## config.mk

```make
export PLATFORM = sky130hd
export DESIGN_NAME = fifo_watermark
export DESIGN_NICKNAME = d
export VERILOG_FILES = /design/src/rtl/fifo_watermark.sv
export SDC_FILE = /design/constraint.sdc
export NUM_CORES = 1
export LEC_CHECK = 0
export CORE_UTILIZATION = 51
export DETAILED_ROUTE_END_ITERATION = 8
export PLACE_DENSITY = 0.73
export SLEW_MARGIN = 20
export SYNTH_ARGS = -nofsm -noshare
export SYNTH_HDL_FRONTEND = slang
export SYNTH_SLANG_ARGS = --single-unit
```

## constraint.sdc

```tcl
create_clock -name clk -period 2.4 [get_ports clk]
set_clock_uncertainty 0.1 [all_clocks]
set_input_delay 0.72 -clock clk [delete_from_list [all_inputs] [get_ports clk]]
set_output_delay 0.72 -clock clk [all_outputs]
set_load 0.02 [all_outputs]
```

## src/rtl/fifo_watermark.sv

```systemverilog
// Single-channel synchronous FIFO with hysteresis watermark flags.
// Feeds per-channel pause/continue/empty/full/error status to flow control.
module fifo_watermark #(
    parameter int DATA_WIDTH = 6,
    parameter int ADDR_WIDTH = 3,
    parameter int HIGH_TH    = 6,
    parameter int LOW_TH     = 2
) (
    input  logic                  clk,
    input  logic                  reset,
    input  logic                  init,
    input  logic                  push,
    input  logic [DATA_WIDTH-1:0] data_in,
    input  logic                  pop,
    output logic [DATA_WIDTH-1:0] data_out,
    output logic                  valid_out,
    output logic [ADDR_WIDTH:0]   count,
    output logic                  fifo_full,
    output logic                  fifo_empty,
    output logic                  fifo_pause,
    output logic                  fifo_continue,
    output logic                  fifo_error
);

    localparam int CW    = ADDR_WIDTH + 1;
    localparam int DEPTH = 2 ** ADDR_WIDTH;

    localparam logic [CW-1:0] C_DEPTH = CW'(DEPTH);
    localparam logic [CW-1:0] C_HIGH  = CW'(HIGH_TH);
    localparam logic [CW-1:0] C_LOW   = CW'(LOW_TH);
    localparam logic [CW-1:0] C_ONE   = CW'(1);
    localparam logic [ADDR_WIDTH-1:0] C_PINC = ADDR_WIDTH'(1);

    logic [DATA_WIDTH-1:0] r_mem [DEPTH];

    logic [ADDR_WIDTH-1:0] r_wr_ptr;
    logic [ADDR_WIDTH-1:0] r_rd_ptr;
    logic [CW-1:0]         r_count;
    logic [DATA_WIDTH-1:0] r_data_out;
    logic                  r_valid;
    logic                  r_pause;
    logic                  r_continue;
    logic                  r_error;

    logic          w_is_full;
    logic          w_is_empty;
    logic          w_pop_ok;
    logic          w_push_ok;
    logic          w_err_evt;
    logic [CW-1:0] w_count_nxt;
    logic          w_pause_nxt;

    assign w_is_full  = (r_count == C_DEPTH);
    assign w_is_empty = (r_count == '0);

    // A push on a full FIFO only gets in when a pop frees a slot
    // at the same edge; no bypass path exists when empty.
    assign w_pop_ok  = pop & ~w_is_empty;
    assign w_push_ok = push & (~w_is_full | w_pop_ok);

    // Rejected push while full, or any pop attempt while empty.
    assign w_err_evt = (push & w_is_full & ~w_pop_ok)
                     | (pop & w_is_empty);

    // Next occupancy and the hysteresis decision taken on it, so
    // pause asserts on the very edge the count reaches HIGH_TH.
    always_comb begin
        w_count_nxt = r_count;
        if (w_push_ok && !w_pop_ok) begin
            w_count_nxt = r_count + C_ONE;
        end else if (w_pop_ok && !w_push_ok) begin
            w_count_nxt = r_count - C_ONE;
        end
        w_pause_nxt = r_pause;
        if (w_count_nxt >= C_HIGH) begin
            w_pause_nxt = 1'b1;
        end else if (w_count_nxt <= C_LOW) begin
            w_pause_nxt = 1'b0;
        end
    end

    // Storage array: never cleared, written only by accepted pushes.
    always_ff @(posedge clk) begin
        if (!init && w_push_ok) begin
            r_mem[r_wr_ptr] <= data_in;
        end
    end

    // Pointers, occupancy, read register and status flags.
    always_ff @(posedge clk or negedge reset) begin
        if (!reset) begin
            r_wr_ptr   <= '0;
            r_rd_ptr   <= '0;
            r_count    <= '0;
            r_data_out <= '0;
            r_valid    <= 1'b0;
            r_pause    <= 1'b0;
            r_continue <= 1'b0;
            r_error    <= 1'b0;
        end else if (init) begin
            r_wr_ptr   <= '0;
            r_rd_ptr   <= '0;
            r_count    <= '0;
            r_data_out <= '0;
            r_valid    <= 1'b0;
            r_pause    <= 1'b0;
            r_continue <= 1'b0;
            r_error    <= 1'b0;
        end else begin
            if (w_push_ok) begin
                r_wr_ptr <= r_wr_ptr + C_PINC;
            end
            if (w_pop_ok) begin
                r_rd_ptr   <= r_rd_ptr + C_PINC;
                r_data_out <= r_mem[r_rd_ptr];
            end
            r_valid    <= w_pop_ok;
            r_count    <= w_count_nxt;
            r_pause    <= w_pause_nxt;
            r_continue <= r_pause & ~w_pause_nxt;
            if (w_err_evt) begin
                r_error <= 1'b1;
            end
        end
    end

    assign data_out      = r_data_out;
    assign valid_out     = r_valid;
    assign count         = r_count;
    assign fifo_full     = w_is_full;
    assign fifo_empty    = w_is_empty;
    assign fifo_pause    = r_pause;
    assign fifo_continue = r_continue;
    assign fifo_error    = r_error;

endmodule
```

==> out/results.ini <==
[detailed_routing]
vias = 1764
drc = 0
routedWlPerCell_um = 15.5
drt_iter0_markers = 95
drtAntennaViolNets = 0
drt_first_pass_iters = 4
wirelength_mm = 5.03
viasPerCell = 5.43

[sta]
min_period_ns = 2.34
slew_viol_final = 0
rsz0062_at_grt = yes
period_share_pct = 97.5
worst_slew_pin_slew_ns = 0.562
finalSetupViolCount = 0
final_hold_viol_count = 0
slew_headroom_pct = 62.5
max_freq_ghz = 0.427

[clocking]
clock-sinks = 68
tritoncts = yes
clk_latency_ns = 0.34
cts.reportedPaths.clkPinSlew_ns = 0.07
htreeDepth = 3
cts.path.max_buffers = 2
cts_root_buffer = clkbuf_8
numCtsBuffers = 9

[cells_and_area]
drive_gt1_share_pct = 27.7
diodes = 0
fill_cells = 385
multi_input_area_um2 = 952
num-nets-final = 263
area.sequential_um2 = 1940
post-route-util_pct = 66.5
syn2layout_area_growth_pct = 25.0

[placement]
portBuffers = 26
dp_hpwl_mm = 3.57
gp_congestion = 0.856

[setup_path]
worst-path-buf-inv = 3
r2r_slack_ns = 0.25
cp.arrival_ns = 1.52
crit_path_start_kind = flop
r2r_end = r_mem[5][4]$_DFFE_PP_
cp-startpoint = count[0]$_DFF_PN0_
cp_cell_sequence = inv_2, ha_4, or3b_4, inv_2, buf_6
crit_path_max_incr_delay_ns = 0.39
reg2reg_depth = 10
r2r-start = count[0]$_DFF_PN0_
slowest_stage = dfrtp_1
cp_max_fo = 3
cpLargestDelayFamily = flip-flops
cp_common_cell = inv_2
worstSetupEndpointType = output port
worstSetupPathType = flop to output port
crit_required_ns = 1.58

[yosys]
synth_edf_count = 48
postSynth.asyncResetShare_pct = 29.4
synthTopCellsByArea = edfxtp_1 49%, dfrtp_1 17%, mux4_2 9.2%
syn_area_um2 = 2950
synth_flop_cell = edfxtp_1
synth_fp_nets = 210
seq_area_frac_synth_pct = 65.9
yosysWarnings = 0
synthDistinctLibCells = 42
syn_inst = 195
synth_area_per_cell_um2 = 15.1
synth_top_area_cell = edfxtp_1
netlist_top_cells_count = 48 x edfxtp_1, 28 x nor2_1, 20 x dfrtp_1
synth-seq-cells = 68
synth_top_area_share_pct = 48.9
post-synth-top-count-cell = edfxtp_1

[floorplanning]
die_area_um2 = 6090
rows = 27
start_util_pct = 53.2
die_x_um = 78.0
pin_count = 27
core_area_um2 = 5540
die_h_um = 78.0

[power]
p_switching_w = 0.00114
pwr-share-comb_pct = 34.9
p_int_w = 0.00252
p_seq_share_pct = 39.0
switching_share_pct = 31.1
clockPowerShare_pct = 26.1
ir_drop_v = 0.000500
p_per_area_nw_per_um2 = 991
p_leak_nw = 1.35
p_total_w = 0.00365

[global_route]
grt_usage_pct = 19.1
antenna_found_initial = 0
grt_pass1_wl_mm = 8.58
first_global_vias = 1757
grt_max_degree = 21
grt_overflow = 0

[worst_hold_path]
holdCritPathClass = flop to flop
hp-start = fifo_error$_DFFE_PN0P_
min_to = fifo_error$_DFFE_PN0P_
hold_depth = 2

[status]
status = complete, no violations

[flow_run]
maxCapViolations = 0

[routing by layer]
metal	vias up	GRT usage, %	part of all wire, %
met1	857	24.1	44
met2	50	31.9	50
met4	0	7.78	1.8
met5	-	0	0
met3	9	4.42	4.3
li1	848	-	-
[worst register-to-register path, cell delays in order (launching register included)]
cell     delay (ns)
dfrtp_1        0.39
inv_2          0.09
ha_4           0.15
or2b_1         0.24
buf_4          0.17
o31ai_4        0.19
buf_4          0.17
nor2_1         0.04
nand2_1        0.14
nor2_1         0.07
buf_4          0.16
[what timing repair did]
item	in CTS	in global routing
gates resized for setup	12	5
hold buffers	0	0
endpoints found under the setup margin	2	4
cloned	0	0
buffers inserted	0	1
pin swaps	0	0
[area by class of cell]
cell class,count,share of cell area [%]
repair buffers,53,12.9
clock inverters,7,2.21
well taps,72,2.45
clock buffers,9,3.36
multi-input cells,111,25.8
inverters,5,0.510
flip-flops and latches,68,52.8
[cell families (layout without fill, tap and decap cells)]
logic type / Yosys count / after routing / share of synthesized area (%)
xor+xnor: 5 / 5 / 1.49
flops: 68 / 68 / 65.9
buf+inv: 16 / 74 / 2.63
fa+ha+maj: 4 / 4 / 1.70
compound gates: 26 / 26 / 6.88
simple gates: 55 / 55 / 9.17
mux: 21 / 21 / 12.2
[power by group through the flow]
stage | clock network, W | registers (W) | logic, W
finish | 0.000951 | 0.00142 | 0.00128
floorplan | 0 | 0.00155 | 0.000668
detailed placement | 0 | 0.00145 | 0.00124
global placement | 0 | 0.00144 | 0.00122
CTS | 0.000978 | 0.00143 | 0.00125
global route | 0.00103 | 0.00144 | 0.00139
[stage by stage]
stage / setup slack, ns / instance area, um2 / hold WS [ns] / setup TNS, ns / std cells
final: 0.0605 / 3680 / 0.413 / 0 / 325
after global routing: -0.0123 / 3680 / 0.455 / -0.0123 / 325
after CTS: 0.0125 / 3670 / 0.425 / 0 / 324
after detailed placement: -0.247 / 3460 / 0.408 / -8.48 / 308
after global placement: -0.206 / 3460 / 0.384 / -7.61 / 308
after floorplan: -0.0660 / 2960 / 0.324 / -1.13 / 195
[worst max path at each step]
stage	end	slack, ns	cells after the start
after floorplan	r_mem[2][0]$_DFFE_PP_	-0.07	7
after global placement	fifo_pause$_DFF_PN0_	-0.21	6
after detailed placement	fifo_pause$_DFF_PN0_	-0.25	6
after CTS	fifo_empty	0.01	5
after global routing	fifo_empty	-0.01	5
final	fifo_empty	0.06	5
[layout by cell type, fill, tap and decap left out, types with 2 or more instances in the layout]
cell              n
inv_6             3
inv_1             2
nor2b_1           5
dfrtp_1          19
xor2_1            2
nand2b_1          2
mux2i_1           9
nor2_1           27
clkinv_4          2
inv_2             3
a31oi_1           4
edfxtp_1         48
mux4_2           12
o21ai_1           2
ha_1              3
xnor2_1           3
o21ai_0           2
clkbuf_8          9
buf_4            26
a211oi_1          6
and4b_1           2
nor3_2            2
clkdlybuf4s50_1  23
nand2_1           7
a21oi_1           3
[flip-flops by register name, summed over array words and instances, names as in the netlist]
name	count
count	4
fifo_error	1
data_out	6
r_rd_ptr	3
fifo_continue	1
r_mem	48
r_wr_ptr	3
fifo_pause	1
valid_out	1
Power figures use the tool's default switching activity.
